### src/rtl/uart_boot_sequencer_pkg.sv
// Shared definitions for the UART boot sequencer.
//   boot_state_t      : sequencer states; the encoding is exported on the debug/LED port
//   CLKS_PER_BIT      : UART bit period in system clocks (100 MHz / 9600 baud, rounded)
//   TAIL_CLKS_DEFAULT : clocks to keep the UART alive after its dump-done flag, long
//                       enough for the final 11-bit frame to leave the shifter
package uart_boot_sequencer_pkg;

  typedef enum logic [2:0] {
    ST_IDLE      = 3'd0,
    ST_LOAD_IM   = 3'd1,
    ST_LOAD_DM   = 3'd2,
    ST_RUN       = 3'd3,
    ST_DUMP_PREP = 3'd4,
    ST_DUMP      = 3'd5,
    ST_DUMP_TAIL = 3'd6,
    ST_DONE      = 3'd7
  } boot_state_t;

  localparam int unsigned CLKS_PER_BIT      = 10417;
  localparam int unsigned FRAME_BITS        = 11;
  localparam logic [31:0] TAIL_CLKS_DEFAULT = 32'(FRAME_BITS * CLKS_PER_BIT);

endpackage

### src/rtl/uart_boot_sequencer_boot_mem_mux.sv
// Combinational selection of the IM write port and the DM port between the UART
// loader/dumper and the CPU, driven only by the sequencer state.
//   state                       : current sequencer state
//   uart_on_received/addr/data  : UART word strobe, word address and received word
//   cpu_dm_we/addr/wdata        : CPU-side DM port
//   im_we/im_waddr/im_wdata     : IM write port (UART only)
//   dm_we/dm_addr/dm_wdata      : muxed DM port
module boot_mem_mux
  import uart_boot_sequencer_pkg::*;
#(
  parameter int ADDR_BITS = 9
) (
  input  boot_state_t          state,
  input  logic                 uart_on_received,
  input  logic [ADDR_BITS-1:0] uart_addr,
  input  logic [31:0]          uart_recv_data,
  input  logic                 cpu_dm_we,
  input  logic [ADDR_BITS-1:0] cpu_dm_addr,
  input  logic [31:0]          cpu_dm_wdata,
  output logic                 im_we,
  output logic [ADDR_BITS-1:0] im_waddr,
  output logic [31:0]          im_wdata,
  output logic                 dm_we,
  output logic [ADDR_BITS-1:0] dm_addr,
  output logic [31:0]          dm_wdata
);

  // Write strobes pass straight through in the owning state so a received word
  // lands in memory in the same cycle; every other state parks the ports idle.
  always_comb begin
    im_we    = 1'b0;
    im_waddr = '0;
    im_wdata = '0;
    dm_we    = 1'b0;
    dm_addr  = '0;
    dm_wdata = '0;
    case (state)
      ST_LOAD_IM: begin
        im_we    = uart_on_received;
        im_waddr = uart_addr;
        im_wdata = uart_recv_data;
      end
      ST_LOAD_DM: begin
        dm_we    = uart_on_received;
        dm_addr  = uart_addr;
        dm_wdata = uart_recv_data;
      end
      ST_RUN: begin
        dm_we    = cpu_dm_we;
        dm_addr  = cpu_dm_addr;
        dm_wdata = cpu_dm_wdata;
      end
      // During a dump the UART only reads DM; its send data comes from DM read data.
      ST_DUMP, ST_DUMP_TAIL: begin
        dm_addr = uart_addr;
      end
      default: ;
    endcase
  end

endmodule

### src/rtl/uart_boot_sequencer.sv
// Top-level boot controller: loads IM then DM over the UART, releases the CPU,
// and dumps DM back over the UART on CPU halt or on request.
//   clk, reset                        : system clock, async active-high reset
//   start_load, run_req, dump_req     : 1-cycle request pulses
//   cpu_halt                          : CPU has halted (level)
//   uart_im_done, uart_dm_done        : UART transfer-complete flags
//   uart_on_received/addr/recv_data   : UART word strobe, address and data
//   uart_en, uart_mode, uart_ram_id   : UART controls (mode 1 = send, ram_id 1 = DM)
//   cpu_reset                         : holds the CPU in reset
//   im_*                              : IM write port
//   cpu_dm_*                          : CPU-side DM port
//   dm_*                              : muxed DM port
//   state                             : current state encoding for LEDs/debug
module uart_boot_sequencer
  import uart_boot_sequencer_pkg::*;
#(
  parameter int          ADDR_BITS = 9,
  parameter logic [31:0] TAIL_CLKS = TAIL_CLKS_DEFAULT
) (
  input  logic                 clk,
  input  logic                 reset,
  input  logic                 start_load,
  input  logic                 run_req,
  input  logic                 dump_req,
  input  logic                 cpu_halt,
  input  logic                 uart_im_done,
  input  logic                 uart_dm_done,
  input  logic                 uart_on_received,
  input  logic [ADDR_BITS-1:0] uart_addr,
  input  logic [31:0]          uart_recv_data,
  output logic                 uart_en,
  output logic                 uart_mode,
  output logic                 uart_ram_id,
  output logic                 cpu_reset,
  output logic                 im_we,
  output logic [ADDR_BITS-1:0] im_waddr,
  output logic [31:0]          im_wdata,
  input  logic                 cpu_dm_we,
  input  logic [ADDR_BITS-1:0] cpu_dm_addr,
  input  logic [31:0]          cpu_dm_wdata,
  output logic                 dm_we,
  output logic [ADDR_BITS-1:0] dm_addr,
  output logic [31:0]          dm_wdata,
  output logic [2:0]           state
);

  boot_state_t cur_state;
  boot_state_t next_state;
  logic [31:0] tail_cnt;
  logic        tail_last;

  assign tail_last = (tail_cnt == TAIL_CLKS - 32'd1);
  assign state     = cur_state;

  always_ff @(posedge clk or posedge reset) begin
    if (reset) begin
      cur_state <= ST_IDLE;
    end else begin
      cur_state <= next_state;
    end
  end

  // The tail counter only runs inside DUMP_TAIL; holding it at zero elsewhere
  // means it is already cleared on the way in from DUMP.
  always_ff @(posedge clk or posedge reset) begin
    if (reset) begin
      tail_cnt <= '0;
    end else if (cur_state == ST_DUMP_TAIL) begin
      tail_cnt <= tail_cnt + 32'd1;
    end else begin
      tail_cnt <= '0;
    end
  end

  // DUMP_PREP drops uart_en for one cycle so the UART forgets its done flags and
  // address before it starts sending. Requests not listed for a state are dropped.
  always_comb begin
    next_state  = cur_state;
    uart_en     = 1'b0;
    uart_mode   = 1'b0;
    uart_ram_id = 1'b0;
    cpu_reset   = 1'b1;
    case (cur_state)
      ST_IDLE: begin
        if (start_load)   next_state = ST_LOAD_IM;
        else if (run_req) next_state = ST_RUN;
      end
      ST_LOAD_IM: begin
        uart_en = 1'b1;
        if (uart_im_done) next_state = ST_LOAD_DM;
      end
      ST_LOAD_DM: begin
        uart_en     = 1'b1;
        uart_ram_id = 1'b1;
        if (uart_dm_done) next_state = ST_RUN;
      end
      ST_RUN: begin
        cpu_reset = 1'b0;
        if (cpu_halt || dump_req) next_state = ST_DUMP_PREP;
      end
      ST_DUMP_PREP: begin
        next_state = ST_DUMP;
      end
      ST_DUMP: begin
        uart_en     = 1'b1;
        uart_mode   = 1'b1;
        uart_ram_id = 1'b1;
        if (uart_dm_done) next_state = ST_DUMP_TAIL;
      end
      ST_DUMP_TAIL: begin
        uart_en     = 1'b1;
        uart_mode   = 1'b1;
        uart_ram_id = 1'b1;
        if (tail_last) next_state = ST_DONE;
      end
      ST_DONE: begin
        if (start_load)    next_state = ST_LOAD_IM;
        else if (run_req)  next_state = ST_RUN;
        else if (dump_req) next_state = ST_DUMP_PREP;
      end
      default: next_state = ST_IDLE;
    endcase
  end

  boot_mem_mux #(
    .ADDR_BITS (ADDR_BITS)
  ) u_mem_mux (
    .state            (cur_state),
    .uart_on_received (uart_on_received),
    .uart_addr        (uart_addr),
    .uart_recv_data   (uart_recv_data),
    .cpu_dm_we        (cpu_dm_we),
    .cpu_dm_addr      (cpu_dm_addr),
    .cpu_dm_wdata     (cpu_dm_wdata),
    .im_we            (im_we),
    .im_waddr         (im_waddr),
    .im_wdata         (im_wdata),
    .dm_we            (dm_we),
    .dm_addr          (dm_addr),
    .dm_wdata         (dm_wdata)
  );

endmodule
### config.mk
export PLATFORM = sky130hd
export DESIGN_NAME = uart_boot_sequencer
export DESIGN_NICKNAME = d
export VERILOG_FILES = /design/src/rtl/uart_boot_sequencer_pkg.sv /design/src/rtl/uart_boot_sequencer_boot_mem_mux.sv /design/src/rtl/uart_boot_sequencer.sv
export SDC_FILE = /design/constraint.sdc
export NUM_CORES = 1
export LEC_CHECK = 0
export ABC_AREA = 1
export BUFFER_PORTS_ARGS = -buffer_cell sky130_fd_sc_hd__buf_2
export CORE_MARGIN = 2
export CORE_UTILIZATION = 45
export CTS_CLUSTER_DIAMETER = 40
export CTS_CLUSTER_SIZE = 8
export DETAILED_ROUTE_END_ITERATION = 7
export PLACE_DENSITY = 0.81
export REMOVE_ABC_BUFFERS = 1
export SETUP_SLACK_MARGIN = 0.4
export SLEW_MARGIN = 5
export SYNTH_ARGS = -nofsm -noshare
export SYNTH_HDL_FRONTEND = slang
export SYNTH_HIERARCHICAL = 1
export SYNTH_SLANG_ARGS = --single-unit
### constraint.sdc
create_clock -name clk -period 2.05 [get_ports clk]
set_clock_uncertainty 0.15 [all_clocks]
set_input_delay 0.1025 -clock clk [delete_from_list [all_inputs] [get_ports clk]]
set_output_delay 0.1025 -clock clk [all_outputs]
set_load 0.01 [all_outputs]
==> metrics.md <==
| Metric | Value |
|---|---|
| Share of the core filled with cells in the final layout | 0.8193 |
| Endpoint of the worst-slack reg-to-reg timing path | state[1]$_DFFE_PP0P_ |
| Deepest level of the CTS H-tree | 2 |
| Cell variety after synth | 29 |
| Ranking of synthesized cells by instance count | sky130_fd_sc_hd__nand2_1, sky130_fd_sc_hd__nor2_1, sky130_fd_sc_hd__inv_1 |
| Endpoint required time on the critical path | 1.80 ns |
| DIE AREA | 7949 sq um |
| Kind of end point of the critical path | primary output |
| Xor/xnor cell area share of the yosys netlist | 0.02147 |
| Clock transition at the registers of the reported paths | ~0.07 ns |
| Vertical die dimension | just under 90 microns |
| Min cycle time layout | ~1.9 ns |
| Number of synthesized register bits | 35 |
| Unrepaired setup endpoints after global routing | true |
| Register-to-register setup slack | ~0.20 ns |
| Most used DFF post-synth | sky130_fd_sc_hd__dfrtp_1 |
| Cell family contributing the most delay on the critical path | buffers and inverters |
| Fin. max-slew vios | 0 |
| Placed wire-length estimate | slightly above 9000 microns |
| Arrival time of the worst setup path | 1.68 ns |
| Cell seen most often among critical-path stages | sky130_fd_sc_hd__buf_6 |
| Final cell count without fillers | 884 |
| Crit path launch | state[0]$_DFFE_PP0P_ |
| Power dissipated by switching net loads | 3.152 mW |
| Sequential Power Share | 0.122 |
| Crit path max fanout | 8 |
| Largest area contributor in the synthesized netlist | sky130_fd_sc_hd__dfrtp_1 |
| Multiplexer share of the synthesized area | 0 |
| Internal power of the cells | between 3 and 4 mW |
| Vias in the first global route | approximately 4,000 |
| Post-synthesis adder-cell area fraction | 0.02684 |
| Fin area | slightly below 6000 sq um |
| Post-synth top area share | 0.2684 |
| Critical Path Max Stage Delay | about 0.40 ns |
| Clock sink total | 35 |
| Ports placed on the boundary | approximately 180 |
| Area fraction in compound gates after synthesis | 0.05253 |
| Hold Startpoint | uart_dm_done |
| Worst vdd ir | 0.9864 mV |
| Worst Setup Start Kind | register |
| # port buffers | approximately 180 |
| Type of the most critical hold path | in -> reg |
| Worst hold path depth | 5 |
| RR Startpoint | state[1]$_DFFE_PP0P_ |
| Initial core utilization | 0.4572 |
| Horizontal extent of the die | around 90 microns |
| Reg2Reg Depth | 10 |
| Clock root cell | sky130_fd_sc_hd__clkbuf_8 |
| All-Layer GR Usage | 0.2896 |
| Fraction of the yosys area taken by sequential cells | 0.2684 |
| Via count | about 4,900 |
| Ratio of cells with drive above 1 in the final layout | 0.4872 |
| Initial antenna violation count | 0 |
| Minimum hold slack | between 0.15 and 0.2 ns |
| Std-Cell Rows | 31 |
| Power Dens Cells | 1115 nW/um^2 |
| Combinational cell fraction of total power | 0.791 |
| Synthesis Warnings | 6 |
| Run status | complete, no violations |
| Average vias per placed instance | approximately 5.6 |
| Global-route met1 utilization | 0.3632 |
| Max-slew headroom at the worst pin | 0.6938 |
| Power share of the clock group | 0.087 |
| Min-Delay Endpoint | state[0]$_DFFE_PP0P_ |
| Post-detailed-routing wire length | 16,000 microns |
| Asr flop ratio synth | 1.000 |
| GRT Max-Usage Layer | met2 |
| Drt pass-1 iters | 6 |
| Pin count of the biggest net entering global routing | 36 |
| Static Leakage | 3.160 nW |
| First-pass GRT wire length | 18,200 microns |
| Final Hold Vio Count | 0 |
| Area Growth Syn to Fin | 79.18% |
| Slowest cell on the critical path | sky130_fd_sc_hd__dfrtp_1 |
| Placeable Area | between 7000 and 8000 sq um |
| Count of cell instances traversed by the critical path | 7 |
| Top-count cell post-synth | sky130_fd_sc_hd__nand2_1 |
| Post-route clock period utilization | 0.9408 |
| Clk buf depth | 2 |
| Global routing met2 resource utilization | 0.4949 |
| Final net count | approximately 880 |
| Number of cells in the design after placement | roughly 840 |
| DR WL/cell | ~18 microns |
| Number of DRC markers in iteration 0 | 393 |
| Simple-gate portion of the synthesized area | 0.5084 |
| Worst setup path class | reg -> out |
| Residual antenna-violating net count after detailed routing | 0 |
| Maximum achievable frequency | around 0.52 GHz |
| Leading cell types by total area after synthesis | sky130_fd_sc_hd__dfrtp_1, sky130_fd_sc_hd__nand2_1, sky130_fd_sc_hd__nor2_1 |
| Number of CTS-inserted buffers | 5 |
| Netlist Area Pre-Place | 3263 sq um |
| Max Cap Violations | 0 |
| Synth Area per Inst | ~5.8 sq um |
| Worst-Skew Late Latency | between 0.2 and 0.3 ns |
| Number of buffers and inverters on the critical path | 5 |
| Number of enable flip-flop cells after synthesis | 0 |
| Total cell area at the placement stage | roughly 4300 sq um |
| Final GP Congestion | 0.9871 |
| Setup Viol. Count Final | 0 |
| Cell Chain, Critical Path | buf_6 -> buf_6 -> nand3_4 -> buf_12 -> clkbuf_16 -> nor2_2 -> buf_2 |
| Clock tree from TritonCTS | yes |
| Total congestion overflow | 0 |
| Worst Max-Slew Pin Slew | 0.4592 ns |
| M3 GR Usage | 0.07110 |
| DRC violations left | 0 |
| Largest family of logic cells by synthesized area | simple AND/OR/NAND/NOR gates |
| Synthesized instance count | roughly 570 |
| Switching share of power | 0.4835 |
[layer usage]
metal	share of wire	vias to the layer above
li1	-	2183
met1	0.35	2281
met2	0.50	374
met3	0.094	98
met4	0.058	0
met5	0	-
[area by class of cell]
class	instances	area, sq um
flip-flops and latches	35	880.8
clock inverters	1	7.507
fillers	434	1290
multi-input cells	429	2649
diodes	1	2.502
well taps	99	123.9
clock buffers	7	96.34
repair buffers	228	1772
inverters	84	315.3
[metrics by stage]
stage	total power [mW]	setup TNS [ns]	worst slack, ns
after floorplan	2.397	-14.90	-0.2652
after global placement	3.632	0	0.2464
after detailed placement	3.674	0	0.1561
after CTS	4.945	0	0.2172
after global routing	6.824	0	0.08501
final	6.520	0	0.1213
[logic make-up (layout without fill, tap and decap cells)]
| group | after synthesis | after routing |
|---|---|---|
| other cells | 0 | 1 |
| simple gates | 383 | 383 |
| compound gates | 31 | 31 |
| xor+xnor | 8 | 8 |
| buf+inv | 102 | 320 |
| fa+ha+maj | 7 | 7 |
| flops | 35 | 35 |
[sequential cells by signal (all words and copies together) (netlist names)]
signal / count
tail_cnt: 32
state: 3
[timing repair]
item                                    4_1_cts  5_1_grt
hold buffers                                  1        0
pin swaps                                     4       44
gates cloned                                  4        7
resized for setup                            40      207
buffers inserted                             17        8
endpoints found under the setup margin      109      112
endpoints found under the hold margin        35        0
[worst max-delay path by stage]
stage | endpoint | slack, ns
floorplan | im_waddr[0] | -0.27
global placement | state[1]$_DFFE_PP0P_ | 0.25
detailed placement | state[1]$_DFFE_PP0P_ | 0.16
CTS | im_wdata[15] | 0.22
global route | dm_wdata[15] | 0.09
finish | im_wdata[2] | 0.12
[tightest hold or removal path, stage by stage]
cell and delay (ns):
sky130_fd_sc_hd__buf_2 0.10, sky130_fd_sc_hd__o21ai_1 0.15, sky130_fd_sc_hd__nor2_2 0.07, sky130_fd_sc_hd__nand4_1 0.09, sky130_fd_sc_hd__nand2_1 0.06
[power by group through the flow]
stage               registers, mW  clock network, mW  logic [mW]
finish                      0.796              0.569        5.16
global route                0.801              0.611        5.41
CTS                         0.781              0.570        3.59
detailed placement          0.817                  0        2.86
global placement            0.809                  0        2.82
floorplan                   0.830                  0        1.57
[layout by cell type (no fill, tap or decap), types with 11 or more instances in the layout]
master and instances:
sky130_fd_sc_hd__buf_2 142, sky130_fd_sc_hd__nand2_1 109, sky130_fd_sc_hd__inv_1 77, sky130_fd_sc_hd__nor2_1 67
sky130_fd_sc_hd__nand3_1 59, sky130_fd_sc_hd__buf_6 50, sky130_fd_sc_hd__nand2_2 47, sky130_fd_sc_hd__nor2_4 35
sky130_fd_sc_hd__dfrtp_1 31, sky130_fd_sc_hd__nand2_4 27, sky130_fd_sc_hd__buf_4 21, sky130_fd_sc_hd__nor2_2 11
sky130_fd_sc_hd__a21oi_1 11
(Power assumes the default switching activity.)
